### config.mk
export PLATFORM = sky130hd
export DESIGN_NAME = glyph_column_decoder
export DESIGN_NICKNAME = d
export VERILOG_FILES = /design/src/rtl/glyph_font_pkg.sv /design/src/rtl/glyph_col_match.sv /design/src/rtl/glyph_column_decoder.sv
export SDC_FILE = /design/constraint.sdc
export NUM_CORES = 1
export LEC_CHECK = 0
export BUFFER_PORTS_ARGS = -buffer_cell sky130_fd_sc_hd__buf_2
export CAP_MARGIN = 20
export CORE_MARGIN = 1.5
export CORE_UTILIZATION = 60
export CTS_CLUSTER_DIAMETER = 60
export DETAILED_ROUTE_END_ITERATION = 16
export GPL_TIMING_DRIVEN = 0
export PLACE_DENSITY = 0.77
export SYNTH_ARGS = -nofsm -noshare
export SYNTH_HDL_FRONTEND = slang
export SYNTH_HIERARCHICAL = 1
export SYNTH_SLANG_ARGS = --single-unit
### constraint.sdc
create_clock -name clk -period 9.95 [get_ports clk]
set_clock_uncertainty 0.05 [all_clocks]
set_input_delay 0.995 -clock clk [delete_from_list [all_inputs] [get_ports clk]]
set_output_delay 0.995 -clock clk [all_outputs]
set_load 0.02 [all_outputs]
### src/rtl/glyph_font_pkg.sv
// glyph_font_pkg
// Shared 8x7 character-cell font used by both the scrolling column generator
// and the receive-side glyph_column_decoder. Each glyph is eight 7-bit
// columns; bit 0 of a column is the top pixel. Code = ASCII - 0x20.
// No ports (package).
package glyph_font_pkg;

  localparam int CELL_COLS = 8;
  localparam int NGLYPH    = 64;

  typedef logic [5:0] char_code_t;
  typedef logic [NGLYPH-1:0][CELL_COLS-1:0][6:0] font_t;

  // One glyph per line, column 0 in the most significant byte, so the hex
  // literal reads left-to-right in the order the columns arrive.
  function automatic logic [63:0] glyph_rows(int g);
    case (g)
      0:       glyph_rows = 64'h00_00_00_00_00_00_00_00;  // ' '
      13:      glyph_rows = 64'h00_08_08_08_08_08_00_00;  // '-'
      16:      glyph_rows = 64'h00_3E_61_51_49_45_3E_00;  // '0'
      17:      glyph_rows = 64'h00_44_42_7F_40_40_00_00;  // '1'
      18:      glyph_rows = 64'h00_62_51_49_49_46_00_00;  // '2'
      19:      glyph_rows = 64'h00_22_41_49_49_36_00_00;  // '3'
      20:      glyph_rows = 64'h00_18_14_12_7F_10_00_00;  // '4'
      21:      glyph_rows = 64'h00_27_45_45_45_39_00_00;  // '5'
      22:      glyph_rows = 64'h00_3C_4A_49_49_30_00_00;  // '6'
      23:      glyph_rows = 64'h00_01_71_09_05_03_00_00;  // '7'
      24:      glyph_rows = 64'h00_36_49_49_49_36_00_00;  // '8'
      25:      glyph_rows = 64'h00_06_49_49_29_1E_00_00;  // '9'
      33:      glyph_rows = 64'h00_7C_12_11_11_12_7C_00;  // 'A'
      34:      glyph_rows = 64'h00_7F_49_49_49_36_00_00;  // 'B'
      35:      glyph_rows = 64'h00_3E_41_41_41_22_00_00;  // 'C'
      36:      glyph_rows = 64'h00_7F_41_41_22_1C_00_00;  // 'D'
      37:      glyph_rows = 64'h00_7F_49_49_49_41_00_00;  // 'E'
      38:      glyph_rows = 64'h00_7F_09_09_09_01_00_00;  // 'F'
      default: glyph_rows = 64'h0;
    endcase
  endfunction

  // Space is all-zero, so definedness cannot be inferred from the pixel data.
  function automatic logic [NGLYPH-1:0] defined_mask();
    logic [NGLYPH-1:0] m;
    m     = '0;
    m[0]  = 1'b1;
    m[13] = 1'b1;
    for (int g = 16; g <= 25; g++) m[g] = 1'b1;
    for (int g = 33; g <= 38; g++) m[g] = 1'b1;
    return m;
  endfunction

  function automatic font_t build_font();
    font_t       f;
    logic [63:0] r;
    f = '0;
    for (int g = 0; g < NGLYPH; g++) begin
      r = glyph_rows(g);
      for (int k = 0; k < CELL_COLS; k++) f[g][k] = r[8*(CELL_COLS-1-k) +: 7];
    end
    return f;
  endfunction

  localparam font_t             FONT          = build_font();
  localparam logic [NGLYPH-1:0] GLYPH_DEFINED = defined_mask();

endpackage

### src/rtl/glyph_col_match.sv
// glyph_col_match
// Compares one received column against column col_sel of every font glyph.
// Font data are constants, so each hit bit reduces to a 7-bit constant
// compare selected by col_sel.
// Ports:
//   col_in  [6:0]        received column pattern
//   col_sel [2:0]        column index within the cell
//   hit     [NGLYPH-1:0] hit[g] = col_in equals FONT[g][col_sel]
module glyph_col_match
  import glyph_font_pkg::*;
(
  input  logic [6:0]        col_in,
  input  logic [2:0]        col_sel,
  output logic [NGLYPH-1:0] hit
);

  always_comb begin
    hit = '0;
    for (int g = 0; g < NGLYPH; g++) hit[g] = (col_in == FONT[g][col_sel]);
  end

endmodule

### src/rtl/glyph_column_decoder.sv
// glyph_column_decoder
// Reassembles 8-column character cells from a column stream and reports the
// matching font glyph. Matching is incremental: a candidate mask is narrowed
// on every beat, so no column history is stored.
// Ports:
//   clk        rising-edge clock
//   rst_n      asynchronous active-low reset
//   col_in     column pattern, bit 0 = top pixel
//   col_valid  col_in valid this cycle
//   cell_sync  with col_valid: this beat is column 0 of a cell
//   char_code  last decoded code (ASCII - 0x20), held between matches
//   char_valid one-cycle pulse, char_code updated with a matched glyph
//   char_miss  one-cycle pulse, completed cell matched nothing
//   cell_abort one-cycle pulse, partial cell dropped by cell_sync
//   locked     a cell boundary has been seen since reset
module glyph_column_decoder
  import glyph_font_pkg::*;
(
  input  logic       clk,
  input  logic       rst_n,
  input  logic [6:0] col_in,
  input  logic       col_valid,
  input  logic       cell_sync,
  output char_code_t char_code,
  output logic       char_valid,
  output logic       char_miss,
  output logic       cell_abort,
  output logic       locked
);

  localparam logic [2:0] LAST_COL = 3'(CELL_COLS - 1);

  logic [2:0]        col_idx;
  logic [2:0]        k;
  logic [NGLYPH-1:0] cand;
  logic [NGLYPH-1:0] hit;
  logic [NGLYPH-1:0] base;
  logic [NGLYPH-1:0] cand_next;
  logic              beat_en;
  char_code_t        first_code;

  // A sync beat always restarts the cell at column 0, whatever col_idx holds.
  assign k         = cell_sync ? 3'd0 : col_idx;
  assign beat_en   = col_valid && (locked || cell_sync);
  assign base      = (k == 3'd0) ? GLYPH_DEFINED : cand;
  assign cand_next = base & hit;

  glyph_col_match u_match (
    .col_in  (col_in),
    .col_sel (k),
    .hit     (hit)
  );

  // Lowest set bit wins so that ties resolve to the smaller code.
  always_comb begin
    first_code = '0;
    for (int g = NGLYPH - 1; g >= 0; g--) begin
      if (cand_next[g]) first_code = char_code_t'(g);
    end
  end

  always_ff @(posedge clk or negedge rst_n) begin
    if (!rst_n) begin
      col_idx    <= 3'd0;
      cand       <= GLYPH_DEFINED;
      locked     <= 1'b0;
      char_code  <= '0;
      char_valid <= 1'b0;
      char_miss  <= 1'b0;
      cell_abort <= 1'b0;
    end else begin
      char_valid <= 1'b0;
      char_miss  <= 1'b0;
      cell_abort <= 1'b0;
      if (beat_en) begin
        locked <= 1'b1;
        if (cell_sync && (col_idx != 3'd0)) cell_abort <= 1'b1;
        if (k == LAST_COL) begin
          if (|cand_next) begin
            char_code  <= first_code;
            char_valid <= 1'b1;
          end else begin
            char_miss <= 1'b1;
          end
          col_idx <= 3'd0;
          cand    <= GLYPH_DEFINED;
        end else begin
          col_idx <= k + 3'd1;
          cand    <= cand_next;
        end
      end
    end
  end

endmodule

# Yosys cells after proc, flatten, opt, wreduce, memory -nomap -nowiden
# Memory sizes are Yosys's and may differ from the RTL's.
# Index checks and enable logic that the tools add are counted.
# totals
regBits	77
romBits	1008
in_bits	11
out_inout_bits	10
memories	18
# op_classes
n_addsub	1
magnitude_cmp	1
n_eq_ne	19
muxes	94
bitwise_logic	1
reduce_logical	7
# mem_list
memory	words	width	rd	rd_clocked_by_memory_dff	wr	line	rtl
(name not given)	8	7	1	0	0	glyph_col_match.sv:19	for (int g = 0; g < NGLYPH; g++) hit[g] = (col_in == FONT[g][col_sel]);
(name not given)	8	7	1	0	0	glyph_col_match.sv:19	
(name not given)	8	7	1	0	0	glyph_col_match.sv:19	
(name not given)	8	7	1	0	0	glyph_col_match.sv:19	
(name not given)	8	7	1	0	0	glyph_col_match.sv:19	
(name not given)	8	7	1	0	0	glyph_col_match.sv:19	
12 more memories	-	-	-	-	-	-	
# op_table
operator	n
2-to-1 mux 6 bit	64
2-to-1 mux 64 bit	2
== test 7 bit	18
2-to-1 mux 7 bit	18
AND 64 bit	1
OR reduction 64 bit	1
2-to-1 mux 1 bit	8
2-to-1 mux 3 bit	2
less-than comparator 3 x 4 -> 1 bit, second input constant	1
adder 3 x 1 -> 3 bit, second input constant	1
== test 3 bit, second input constant	1
zero test 3 bit	1
AND reduction 3 bit	1
nonzero test 3 bit	1
logical AND 1 bit	2
logical OR 1 bit	1

# Longest topological paths before layout
# logic_depth
depth_word	69
ltp_mapped	18
mapped_depth_nobuf	15

# Modules after synthesis
# The synthesis kept the hierarchy.
# modules_own_cells
mod	instances	cells_each	area_each_um2	seq_area_each_um2
glyph_column_decoder	1	486	4478.0	1949.4
glyph_col_match	1	262	1752.9	0.0

# Worst setup path before layout
# No wires, ideal clock.
# synth_timing
kind	input port to flip-flop
from	in col_in[2]
to	reg char_code[2]
t_arrival_ps	4756
slack_ps	5004
stages	13
path_cell_list	buf_2 buf_1 nor2_1 nand3_1 nor2_1 buf_4 a22oi_1 o211a_1 o2111a_1 nor4b_2 o21ai_1 a2111oi_2 o31ai_1
# synth_via
elab_chain_len	66
# synth_rtl
element	line	rtl
start: declaration	glyph_column_decoder.sv:21	input logic [6:0] col_in,
== test 7 bit (*)	glyph_col_match.sv:19	
via hit[0]	glyph_column_decoder.sv:36	logic [NGLYPH-1:0] hit;
AND 64 bit (*)	glyph_column_decoder.sv:46	assign cand_next = base & hit;
2-to-1 mux 6 bit (64 in a row)	glyph_column_decoder.sv:58	if (cand_next[g]) first_code = char_code_t'(g);
end signal: assignment	glyph_column_decoder.sv:80	char_code <= first_code;
end: declaration	glyph_column_decoder.sv:24	output char_code_t char_code,
# The timed path passes the listed nets; every way through them passes the cells marked *.
# A chain may end at the register's enable or synchronous reset.

# Final worst setup path
# layout_timing
from	in cell_sync
to	reg char_code[1]
# layout_lines
element	line	rtl
start: declaration	glyph_column_decoder.sv:23	input logic cell_sync,
2-to-1 mux 3 bit (*)	glyph_column_decoder.sv:43	assign k = cell_sync ? 3'd0 : col_idx;
via k[0]	glyph_column_decoder.sv:34	logic [2:0] k;
memory (8 x 7 bit) (*)	-	
2-to-1 mux 7 bit (implied by the code) (*)	glyph_col_match.sv:19	
== test 7 bit (*)	glyph_col_match.sv:19	
via hit[17]	glyph_column_decoder.sv:36	
AND 64 bit (*)	glyph_column_decoder.sv:46	
2-to-1 mux 6 bit (18 in a row)	glyph_column_decoder.sv:58	
# The timed path passes the listed nets; every way through them passes the cells marked *. The select of a mux whose other input is x is not followed.

==> results.md <==
* Comb power frac at 28.3%
* I/O Pins at 21
* Static Leakage at 2.90 nW
* Post-synth EDFFs at 0
* Hold WC Path Type: primary input to asynchronous set/reset pin
* Seq pwr share at 43.2%
* Synth Instances at around 750
* Number of remaining DRC errors at 0
* Mean Syn Cell Area at about 8.3 sq um
* Num CTS Buffers at 9
* RD Place Congestion at between 0.9 and 1
* Die Wd at between 100 and 150 um
* Largest net degree at the start of global routing at between 60 and 70
* RSZ-0062 raised after global routing: no
* Largest family of logic cells by synthesized area: compound AO/OA/AOI/OAI gates
* Final hold viol count at 0
* Final worst path period share at between 50% and 60%
* Worst endpoint required time at 10.14 ns
* Largest buffer count on any clock path at 2
* R2R Path End: char_code[1]$_DFFE_PN0P_
* Antenna violations before repair at 0
* Hpwl dp at 13,000 um
* Mux cell area share after synthesis at 0.703%
* Worst reg2reg setup slack at 5.07 ns
* Via count at 5,912
* Psw at 0.000286 W
* CP Launch Type: primary input
* Post-Synth Adder-Cell Area at under 10%
* Clock power frac at 28.6%
* WL/cell at 19.1 um
* Post-CTS Resized at 0
* Critical path class: primary input to flop
* Status: completed
* Achievable Freq at 0.194 GHz
* Fin crit period at 5.16 ns
* Die area at roughly 11,000 sq um
* Net Count, Synth at 769
* Worst slew pin tran at 0.717 ns
* Critical Path End Type: flop
* Total negative slack at 0 ns
* Core ar. at 10,200 sq um
* Yosys top cell area share at between 20% and 30%
* Clock Sinks at 77
* Power Density at around 120 nW/um^2
* TritonRoute pass-1 iters at 6
* Total Routing Usage GR at between 30 and 40%
* Post-synthesis sequential area ratio at 31.3%
* Area Overhead vs Synth at 8.01%
* Post-CTS Setup Inserts at 0
* Ys Warns at 6
* Number of port buffers at 16
* #FFs+latches synth at 77
* DR vias/cell at between 6 and 7
* Post-Synth XOR/XNOR Area at 4.92%
* Worst r2r src: col_idx[0]$_DFFE_PN0P_
* Internal at 0.000500 W
* Max-cap violation count at 0
* Die Span Y at 105 um
* Layout cells sized above 1 at 19.8%
* Distinct cells, synth at about 90
* Std-Cell Rows at 37
* Clk_lat worst skew at ~0.37 ns
* ANT cells at 0
* Synth Area in Compound Gates at around 28%
* H-tree levels at 3
* Initial DRC count at 545
* Fin. max-slew vios at 0
* Pwr Total at 0.000786 W
* Final core utilization at 66.1%
* Final ANT Viol Nets at 0
* Largest area contributor in the netlist: dfrtp_1
* Synth Flop Type: dfrtp_1
* Area contributors post-synth: dfrtp_1, dfstp_2, a21oi_1
* Peak supply drop at 0.0993 mV
* Simple-gate area share of the yosys netlist at 22.7%
* TritonCTS clock tree: yes
* Async SR Flop Fraction at 100%
* Synthesized area at 6230 sq um
* Starting Density at 61.2%
* DRT Wirelength at ~18,000 um
* Setup-failing EPs final at 0
* Crit-path max FO at 8
* Clock Pin Slew Worst Setup and Hold Paths at roughly 0.10 ns
* Switch share at 36.4%
* Critical Path AT at 5.36 ns
* Slew Limit Headroom at slightly above 50%
* First-pass GRT wire length at around 29,000 um
* Reg2Reg Depth at 16
* Hold-fix buffers, CTS at 0
* Vias in the first global route at 5,518
* GRT overflow at 0
* # nets final at 799
* Root buffer cell: clkbuf_8
-- flip-flops by register name (all words and copies together) (netlist names) --
name,cells
cand,64
cell_abort,1
char_code,6
char_miss,1
char_valid,1
col_idx,3
locked,1
-- cell usage after synthesis, drive strengths merged, types with 17 or more instances --
| cell | n |
|---|---|
| a21oi | 78 |
| a22oi | 22 |
| buf | 74 |
| clkbuf | 19 |
| dfrtp | 59 |
| dfstp | 18 |
| nand2 | 88 |
| nand3 | 18 |
| nor2 | 37 |
| nor2b | 49 |
| o21ai | 37 |
| xnor2 | 18 |
| xor2 | 17 |
-- power groups by stage --
stage / Combinational (W) / Clock (W) / Sequential [W]
2_1_floorplan: 0.000156 / 0 / 0.000344
3_3_place_gp: 0.000212 / 0 / 0.000344
3_5_place_dp: 0.000217 / 0 / 0.000345
4_1_cts: 0.000217 / 0.000227 / 0.000339
5_1_grt: 0.000240 / 0.000237 / 0.000341
6_report: 0.000222 / 0.000225 / 0.000339
-- cell families (layout without fill, tap and decap cells) --
logic type               count (synthesis)  in the layout
adder cells (fa/ha/maj)                 10             10
flip-flops                              77             77
AND/OR/NAND/NOR                        266            266
buffers and inverters                  108            143
XOR/XNOR                                35             35
multiplexers                             4              4
AO/OA/AOI/OAI                          248            248
-- cell type report --
class | count | area (sq um)
multi-input combinational | 563 | 3620
buffer | 93 | 604
timing repair buffer | 19 | 143
sequential | 77 | 1950
inverter | 15 | 68.8
fill | 851 | 3450
clock buffer | 9 | 124
clock inverter | 7 | 55.1
tap | 136 | 170
-- how the worst max path moves through the flow --
stage / from / to / cells after the start
floorplan: col_in[2] / char_code[2]$_DFFE_PN0P_ / 13
global placement: col_in[2] / char_code[0]$_DFFE_PN0P_ / 13
detailed placement: cell_sync / char_code[1]$_DFFE_PN0P_ / 16
CTS: cell_sync / char_code[1]$_DFFE_PN0P_ / 16
global route: cell_sync / char_code[1]$_DFFE_PN0P_ / 16
finish: cell_sync / char_code[1]$_DFFE_PN0P_ / 17
-- metrics by stage --
step           cell area (sq um)  hold WS, ns  worst slack, ns  cells
2_1_floorplan               6230        0.405             5.00    748
4_1_cts                     6720        0.437             4.40    918
5_1_grt                     6730        0.452             4.42    919
6_report                    6730        0.432             4.79    919
3_3_place_gp                6480        0.413             3.43    900
3_5_place_dp                6540        0.415             4.01    902
-- cell usage in the layout, fill, tap and decap left out, types with 4 or more instances in the layout --
cell / count
a222oi_1: 4
nand2b_1: 5
xnor2_1: 18
a221oi_1: 5
nor3_1: 14
o21ai_0: 23
a22o_1: 8
clkbuf_1: 18
a211oi_1: 5
nand2_1: 87
a21oi_1: 78
nand3b_1: 4
or3_1: 5
nand4_1: 6
a22oi_1: 22
o22a_1: 16
dfstp_2: 18
clkbuf_8: 9
o22ai_1: 4
buf_4: 50
dfrtp_1: 59
and2_1: 7
o31ai_1: 4
buf_2: 32
buf_6: 5
nor2_1: 35
nand3_1: 17
ha_1: 10
o21a_1: 7
a31oi_1: 12
inv_1: 11
nor4_1: 8
o211ai_1: 4
o21ai_1: 11
nor2b_1: 49
o221ai_1: 4
xor2_1: 17
a21o_1: 4
-- critical path, stage by stage --
cell and delay [ns]:
buf_6 0.11, nor2b_1 0.47, clkbuf_1 0.33, inv_1 0.14, ha_1 0.32, nor2b_1 0.18
a21oi_1 0.29, xor2_1 0.25, a2111oi_0 0.37, dlymetal6s2s_1 0.25, nand2_1 0.09, o21ai_2 0.24
nor3_1 0.13, a221oi_1 0.48, o311ai_0 0.36, a21oi_1 0.24, o31ai_1 0.09
-- routing by layer --
metal | vias up | routed length (um) | GRT usage (%)
met5 | - | 0 | 0
met4 | 0 | 500 | 11.3
met3 | 49 | 1220 | 6.43
met2 | 279 | 7980 | 51.1
met1 | 2832 | 7820 | 45.8
li1 | 2752 | - | -
Power figures use the tool's default switching activity.
